### src/rtl/sample_timestamp_arbiter.sv
// sample_timestamp_arbiter
//   Owns the free-running sample counter on clock48. It holds the counter at
//   zero for a settle delay after reset and then counts every cycle. It hands
//   out counter snapshots to NREQ requesters in round-robin order, delivering
//   each snapshot over a valid/ready port. Counter clears are deferred while
//   a snapshot is outstanding so that a clear never lands mid-delivery.
//
// Ports
//   clock48    in   1     sole clock, posedge
//   rst        in   1     synchronous, active-high reset
//   cnt_clear  in   1     request to zero the counter (level)
//   req        in   NREQ  snapshot requests, held until ack
//   ack        out  NREQ  one-cycle grant pulse (one-hot or zero)
//   ts_valid   out  1     snapshot available on ts_data/ts_id
//   ts_ready   in   1     consumer accepts when ts_valid & ts_ready
//   ts_data    out  CW    captured counter value
//   ts_id      out  3     granted requester index (zero-extended)
//   counts     out  CW    live counter value
//   inited     out  1     settle delay expired
//   cleared    out  1     sticky, a clear has executed since reset
//   wrapped    out  1     one-cycle pulse on all-ones -> 0 rollover
//
// state | meaning
// ------+-----------------------------------------------------------
// INIT  | settle delay running, counter held at 0, requests ignored
// IDLE  | counting; executes pending clear, else grants a requester
// HOLD  | snapshot presented, waiting for ts_ready; clears deferred

module sample_timestamp_arbiter #(
   parameter int          NREQ        = 4,
   parameter int          CW          = 32,
   parameter logic [31:0] INIT_CYCLES = 32'h3000000
) (
   input  logic            clock48,
   input  logic            rst,
   input  logic            cnt_clear,
   input  logic [NREQ-1:0] req,
   output logic [NREQ-1:0] ack,
   output logic            ts_valid,
   input  logic            ts_ready,
   output logic [CW-1:0]   ts_data,
   output logic [2:0]      ts_id,
   output logic [CW-1:0]   counts,
   output logic            inited,
   output logic            cleared,
   output logic            wrapped
);

   typedef enum logic [1:0] {
      ST_INIT = 2'd0,
      ST_IDLE = 2'd1,
      ST_HOLD = 2'd2
   } state_t;

   state_t      state_q;
   state_t      state_d;
   logic [31:0] initcnt;
   logic [2:0]  rr_ptr;
   logic        clear_pend;

   logic        win_found;
   logic [2:0]  win_idx;
   logic        do_clear;
   logic        do_grant;
   logic        do_accept;
   logic        init_done;

   // Round-robin search: the first requester at distance 0, 1, .. from rr_ptr.
   always_comb begin
      win_found = 1'b0;
      win_idx   = 3'd0;
      for (int off = 0; off < NREQ; off++) begin
         for (int k = 0; k < NREQ; k++) begin
            if (!win_found && req[k] && (k == (int'(rr_ptr) + off) % NREQ)) begin
               win_found = 1'b1;
               win_idx   = 3'(k);
            end
         end
      end
   end

   always_ff @(posedge clock48) begin
      if (rst) state_q <= ST_INIT;
      else     state_q <= state_d;
   end

   always_comb begin
      state_d   = state_q;
      do_clear  = 1'b0;
      do_grant  = 1'b0;
      do_accept = 1'b0;
      init_done = 1'b0;
      case (state_q)
         ST_INIT: begin
            if (initcnt == INIT_CYCLES - 32'd1) begin
               init_done = 1'b1;
               state_d   = ST_IDLE;
            end
         end
         ST_IDLE: begin
            // A pending or fresh clear always wins over a grant.
            if (cnt_clear || clear_pend) begin
               do_clear = 1'b1;
            end else if (win_found) begin
               do_grant = 1'b1;
               state_d  = ST_HOLD;
            end
         end
         ST_HOLD: begin
            if (ts_ready) begin
               do_accept = 1'b1;
               state_d   = ST_IDLE;
            end
         end
         default: state_d = ST_INIT;
      endcase
   end

   always_ff @(posedge clock48) begin
      if (rst) begin
         initcnt    <= '0;
         counts     <= '0;
         rr_ptr     <= '0;
         clear_pend <= 1'b0;
         ack        <= '0;
         ts_valid   <= 1'b0;
         ts_data    <= '0;
         ts_id      <= '0;
         inited     <= 1'b0;
         cleared    <= 1'b0;
         wrapped    <= 1'b0;
      end else begin
         ack     <= '0;
         wrapped <= 1'b0;

         if (state_q == ST_INIT) initcnt <= initcnt + 32'd1;
         if (init_done)          inited  <= 1'b1;

         if (do_clear) begin
            counts     <= '0;
            cleared    <= 1'b1;
            clear_pend <= 1'b0;
         end else if (inited) begin
            counts  <= counts + 1'b1;
            wrapped <= &counts;
         end

         if (state_q == ST_HOLD && cnt_clear) clear_pend <= 1'b1;

         if (do_grant) begin
            ack      <= NREQ'(1) << win_idx;
            ts_data  <= counts;
            ts_id    <= win_idx;
            ts_valid <= 1'b1;
            rr_ptr   <= (win_idx == 3'(NREQ - 1)) ? 3'd0 : win_idx + 3'd1;
         end

         if (do_accept) ts_valid <= 1'b0;
      end
   end

endmodule

### config.mk
export PLATFORM = sky130hd
export DESIGN_NAME = sample_timestamp_arbiter
export DESIGN_NICKNAME = d
export VERILOG_FILES = /design/src/rtl/sample_timestamp_arbiter.sv
export SDC_FILE = /design/constraint.sdc
export NUM_CORES = 1
export LEC_CHECK = 0
export BUFFER_PORTS_ARGS = -buffer_cell sky130_fd_sc_hd__buf_2
export CAP_MARGIN = 20
export CORE_UTILIZATION = 29
export DETAILED_ROUTE_END_ITERATION = 7
export PLACE_DENSITY_LB_ADDON = 0.1
export SLEW_MARGIN = 20
export SYNTH_ARGS = -nofsm -noshare
export SYNTH_HDL_FRONTEND = slang
export SYNTH_SLANG_ARGS = --single-unit
### constraint.sdc
create_clock -name clock48 -period 4.9 [get_ports clock48]
set_input_delay 0.49 -clock clock48 [delete_from_list [all_inputs] [get_ports clock48]]
set_output_delay 0.49 -clock clock48 [all_outputs]
set_load 0.02 [all_outputs]
==> results of run 1 <==
synthesized netlist by cell type (2+ instances only):
library cell	n	area, µm²
dfxtp_1	111	2222
nand2_1	96	360.4
nor2_1	80	300.3
a21oi_1	46	230.2
xor2_1	45	394.1
nand4_1	25	156.4
nand3_1	21	105.1
clkbuf_1	14	52.55
xnor2_1	12	105.1
and3_1	10	62.56
inv_1	9	33.78
buf_2	8	40.04
nor3_1	7	35.03
or3_1	5	31.28
and4_1	4	35.03
buf_4	4	30.03
o21ai_0	4	20.02
ha_1	3	37.54
nand2b_1	3	18.77
nor4_4	3	63.81
a31oi_1	2	12.51
nand3b_1	2	15.01
o221ai_1	2	17.52
or2_2	2	12.51
or4_1	2	15.01
state kept, by name (all words and copies together) (netlist names):
signal,count
ts_id,2
ts_data,32
rr_ptr,2
ts_valid,1
state_q,2
wrapped,1
counts,32
clear_pend,1
initcnt,32
ack,4
cleared,1
inited,1
path summary, 6_finish.rpt:
kind	start	endpoint	slack, ns
max reg2reg	counts[10]	counts[29]	2.83
min	cnt_clear	clear_pend	0.42
max	req[0]	ts_id[1]	2.75
min reg2reg	ts_data[31]	ts_data[31]	0.45
worst max-delay path, cell delays in order:
cell	delay [ns]
buf_2	0.12
or4_1	0.63
nand3_1	0.55
buf_4	0.39
nand2_1	0.09
a21oi_1	0.15
final cells by class:
| cell class | count | area share [%] |
|---|---|---|
| Clock buffer | 10 | 4.183 |
| Clock inverter | 6 | 1.280 |
| Inverter | 9 | 0.6171 |
| Multi-Input combinational cell | 393 | 40.55 |
| Sequential cell | 111 | 40.59 |
| Tap cell | 211 | 4.823 |
| Timing Repair Buffer | 85 | 7.954 |
logic make-up (layout without fill, tap and decap cells):
family          after synthesis  after routing  synth area share, %
simple gates                270            270                28.90
fa+ha+maj                     3              3               0.8157
flops                       111            111                48.29
buf+inv                      37            110                3.589
other cells                   1              1              0.08149
mux                           1              1               0.2175
compound gates               61             61                7.260
xor+xnor                     57             57                10.85
report_power, final:
| group | switching [mW] | internal (mW) | leakage, nW |
|---|---|---|---|
| clock network | 0.339 | 0.400 | 0.141 |
| logic | 0.0245 | 0.00801 | 1.15 |
| registers | 0.00253 | 0.904 | 0.894 |
per-layer routing:
layer / part of all wire, % / routed length, µm / vias to the layer above / GRT usage (%)
li1: - / - / 1952 / -
met4: 1.4 / 147 / 0 / 4.221
met3: 5.3 / 557 / 10 / 5.092
met5: 0 / 0 / - / 0
met1: 44 / 4656 / 1811 / 16.09
met2: 49 / 5206 / 54 / 24.01
metrics by stage:
stage	area (µm²)	total power [mW]	std cells	worst slack [ns]	utilization, %
4_1_cts	5469	1.717	825	2.708	35.58
2_1_floorplan	4602	0.9506	541	3.052	-
3_3_place_gp	5170	0.9600	809	2.473	33.63
5_1_grt	5474	1.752	825	2.602	35.61
3_5_place_dp	5170	0.9605	809	2.395	33.63
6_report	5474	1.678	825	2.751	35.61
layout by cell type (no fill, tap or decap), types with 2 or more instances in the layout:
cell type,instances
dfxtp_1,111
nand2_1,96
buf_2,81
nor2_1,80
a21oi_1,46
xor2_1,45
nand4_1,25
nand3_1,21
xnor2_1,12
and3_1,10
inv_1,9
clkbuf_16,9
nor3_1,6
or3_1,5
and4_1,4
o21ai_0,4
buf_4,4
nand2b_1,3
nor4_4,3
ha_1,3
o221ai_1,2
or2_2,2
nand3b_1,2
or4_1,2
a31oi_1,2
clkinvlp_4,2
==> out/qor.yml, run 1 <==
status:
  status: "finished clean"
clock_network:
  clkTransAtPathRegs_ns: 0.07
  cts_buffers: 9
  htreeDepth: 3
  ctsResizeCount: 0
  cts.path.max_buffers: 2
  clock_latency_ns: 0.35
  cts_tree: "done"
  postCtsSetupRepairBufs: 0
  clock-sinks: 111
  cts_root_buffer: "clkbuf_16"
  hold_buffers: 0
timing:
  finalCriticalPeriod_ns: 2.149
  worst_pin_slew_ns: 0.7976
  fin_tns_setup_ns: 0
  drv_slew: 0
  fin_skew_ns: 0.009520
  fmax_mhz: 465.3
  slew_headroom_pct: 46.83
  setup_violations: 0
  rsz0062_at_grt: "no"
  hold-worst-slack_ns: 0.4168
  period_share_pct: 43.86
  hold_viol_final: 0
min_path:
  hold_class: "in2reg"
  min_delay_path_depth: 3
global_routing:
  gr-usage-all-layers_pct: 13.94
  grt_max_degree: 76
  antenna_found_initial: 0
  grt_pass1_wl_um: 17990
  grt_pass1_vias: 3690
  grt_overflow: 0
setup_path:
  reg2reg_depth: 5
  crit_path_end_kind: "flip-flop"
  path_class: "in2reg"
  start_kind: "input pin"
  cp_max_fo: 21
  cp.required_ns: 5.17
  arrival_ns: 2.42
synthesis:
  synth_edf_count: 0
  syn_area_um2: 4602
  ys_types: 46
  synthCells: 541
  ys_ff_latch: 111
  ys_seq_area_share_pct: 48.29
  avgSynthCellArea_um2: 8.506
  ys.warnings.count: 0
  syn_nets: 552
  ys.flop_type: "dfxtp_1"
  synth-async-reset-ratio_pct: 0
die:
  die_y_um: 128.0
  core-area_um2: 15370
  die_w_um: 128.0
  initial_utilization_pct: 29.94
  io_pins: 83
  die_area_um2: 16380
  fp-row-count: 45
pwr:
  ir_drop_uv: 194.5
  power.density_nw_per_um2: 306.5
  p_leak_nw: 2.188
drt:
  post_drt_via_cell_ratio: 4.639
  drt_pass1_iterations: 4
  avgRoutedWirePerCell_um: 12.81
  drc: 0
  drt_iter0_markers: 196
  num_vias: 3827
  detail-route-antenna-nets: 0
  wl_um: 10570
layout:
  final-seq-area_um2: 2222
  syn_to_final_growth_pct: 18.95
  layout-drive-gt1-share_pct: 18.24
  antennaDiodeCount: 0
  final_nets: 620
  multi_input_area_um2: 2220
  fillers: 1630
placed_design:
  place_congestion: 0.7208
  io_buffers: 81
  hpwl_um: 7277
flow_run:
  cap_viol_max_count: 0
No activity file was read; power rests on OpenSTA's default activity.
==> run 2, diff against run 1 <==
==> constraint.sdc (replaced) <==
create_clock -name clock48 -period 2.2 [get_ports clock48]
set_input_delay 0.22 -clock clock48 [delete_from_list [all_inputs] [get_ports clock48]]
set_output_delay 0.22 -clock clock48 [all_outputs]
set_load 0.02 [all_outputs]
==> out/qor.yml, run 2 (same netlist as run 1, synthesis figures left out) <==
pwr:
  power.density_nw_per_um2: 667.0
  p_leak_nw: 2.236
  ir_drop_uv: 376.7
timing:
  worst_pin_slew_ns: 0.7874
  finalCriticalPeriod_ns: 1.870
  slew_headroom_pct: 47.51
  fin_tns_setup_ns: 0
  fmax_mhz: 534.7
  setup_violations: 0
  period_share_pct: 85.01
  hold-worst-slack_ns: 0.1326
  fin_skew_ns: 0.009995
  rsz0062_at_grt: "no"
  hold_viol_final: 0
  drv_slew: 0
global_routing:
  grt_overflow: 0
  grt_pass1_wl_um: 17330
  gr-usage-all-layers_pct: 13.56
  antenna_found_initial: 0
  busiest_layer: "met2"
  grt_util_met2_pct: 23.31
  grt_pass1_vias: 3477
  met3_usage_pct: 3.506
  grt_max_degree: 75
  grt_use_met1_pct: 16.11
min_path:
  hold_class: "in2reg"
clock_network:
  cts_tree: "done"
  cts_buffers: 9
  cts.path.max_buffers: 2
  htreeDepth: 3
  clock_latency_ns: 0.36
  clock-sinks: 111
  clkTransAtPathRegs_ns: 0.08
  ctsResizeCount: 0
  postCtsSetupRepairBufs: 0
  cts_root_buffer: "clkbuf_16"
  hold_buffers: 0
drt:
  avgRoutedWirePerCell_um: 12.73
  detail-route-antenna-nets: 0
  drt_pass1_iterations: 4
  drt_iter0_markers: 207
  drc: 0
  post_drt_via_cell_ratio: 4.582
  wl_um: 10610
  num_vias: 3817
layout:
  syn_to_final_growth_pct: 20.31
  layout_commonest_cell: "dfxtp_1"
  antennaDiodeCount: 0
  final_nets: 628
  mostFrequentLayoutCells: "111 x dfxtp_1, 96 x nand2_1, 81 x buf_2"
  layout-drive-gt1-share_pct: 19.29
  fillers: 1639
  reg_top3: "counts (32), initcnt (32), ts_data (32)"
setup_path:
  start_kind: "flip-flop"
  crit_path_end_kind: "flip-flop"
  cp.required_ns: 2.48
  cp_max_fo: 9
  arrival_ns: 2.15
  path_class: "reg2reg"
status:
  status: "finished clean"
die:
  die_area_um2: 16380
  fp-row-count: 45
  initial_utilization_pct: 29.94
  die_w_um: 128.0
  io_pins: 83
  core-area_um2: 15370
  die_y_um: 128.0
placed_design:
  place_congestion: 0.6919
  io_buffers: 81
  hpwl_um: 7278
flow_run:
  cap_viol_max_count: 0
[run 2: cell count changes in the layout (fill, tap and decap cells not counted), sizes merged]
cell    delta
clkbuf     +1
bufinv     -1
buf        +8
[run 2: cell type report]
cell class                 count  area (µm²)  share of cell area, %
inverter                       9       33.78                 0.6102
clock buffer                  11       252.7                  4.565
tap                          211       264.0                  4.768
timing repair buffer          93       508.0                  9.175
clock inverter                 5       41.29                 0.7458
multi-input combinational    393        2215                  40.00
sequential                   111        2222                  40.14
[run 2: worst paths after layout]
path,startpoint,end,depth (start not counted),slack [ns]
max,counts[11],counts[29],5,0.33
min,cnt_clear,clear_pend,3,0.13
max reg2reg,counts[11],counts[29],5,0.33
min reg2reg,ts_data[28],ts_data[28],2,0.45
[run 2: through the flow]
| step | cell area (µm²) | instances | util, % | setup WS [ns] | total power [mW] |
|---|---|---|---|---|---|
| 3_5_place_dp | 5243 | 817 | 34.11 | 0.3253 | 2.140 |
| 3_3_place_gp | 5243 | 817 | 34.11 | 0.3213 | 2.138 |
| 4_1_cts | 5537 | 833 | 36.02 | 0.3058 | 3.762 |
| 5_1_grt | 5537 | 833 | 36.02 | 0.1590 | 3.842 |
| 6_report | 5537 | 833 | 36.02 | 0.3297 | 3.693 |
| 2_1_floorplan | 4602 | 541 | - | 0.3638 | 2.117 |
[run 2: metal layers]
metal,wire [µm],part of all wire (%),up-vias
met5,0,0,-
met4,166,1.6,0
met3,413,3.9,11
met2,5096,48,59
met1,4931,46,1780
li1,-,-,1967
[run 2: critical path: stages (launching register included)]
cell and delay (ns):
dfxtp_1 0.43, and4_1 0.27, and3_1 0.38, nand3_4 0.16, or4_1 0.42, a21oi_1 0.14
[run 2: report_power, final]
part	internal (mW)	switching [mW]
combinational	0.0180	0.0541
sequential	2.01	0.00584
clock	0.839	0.764
total	2.87	0.824
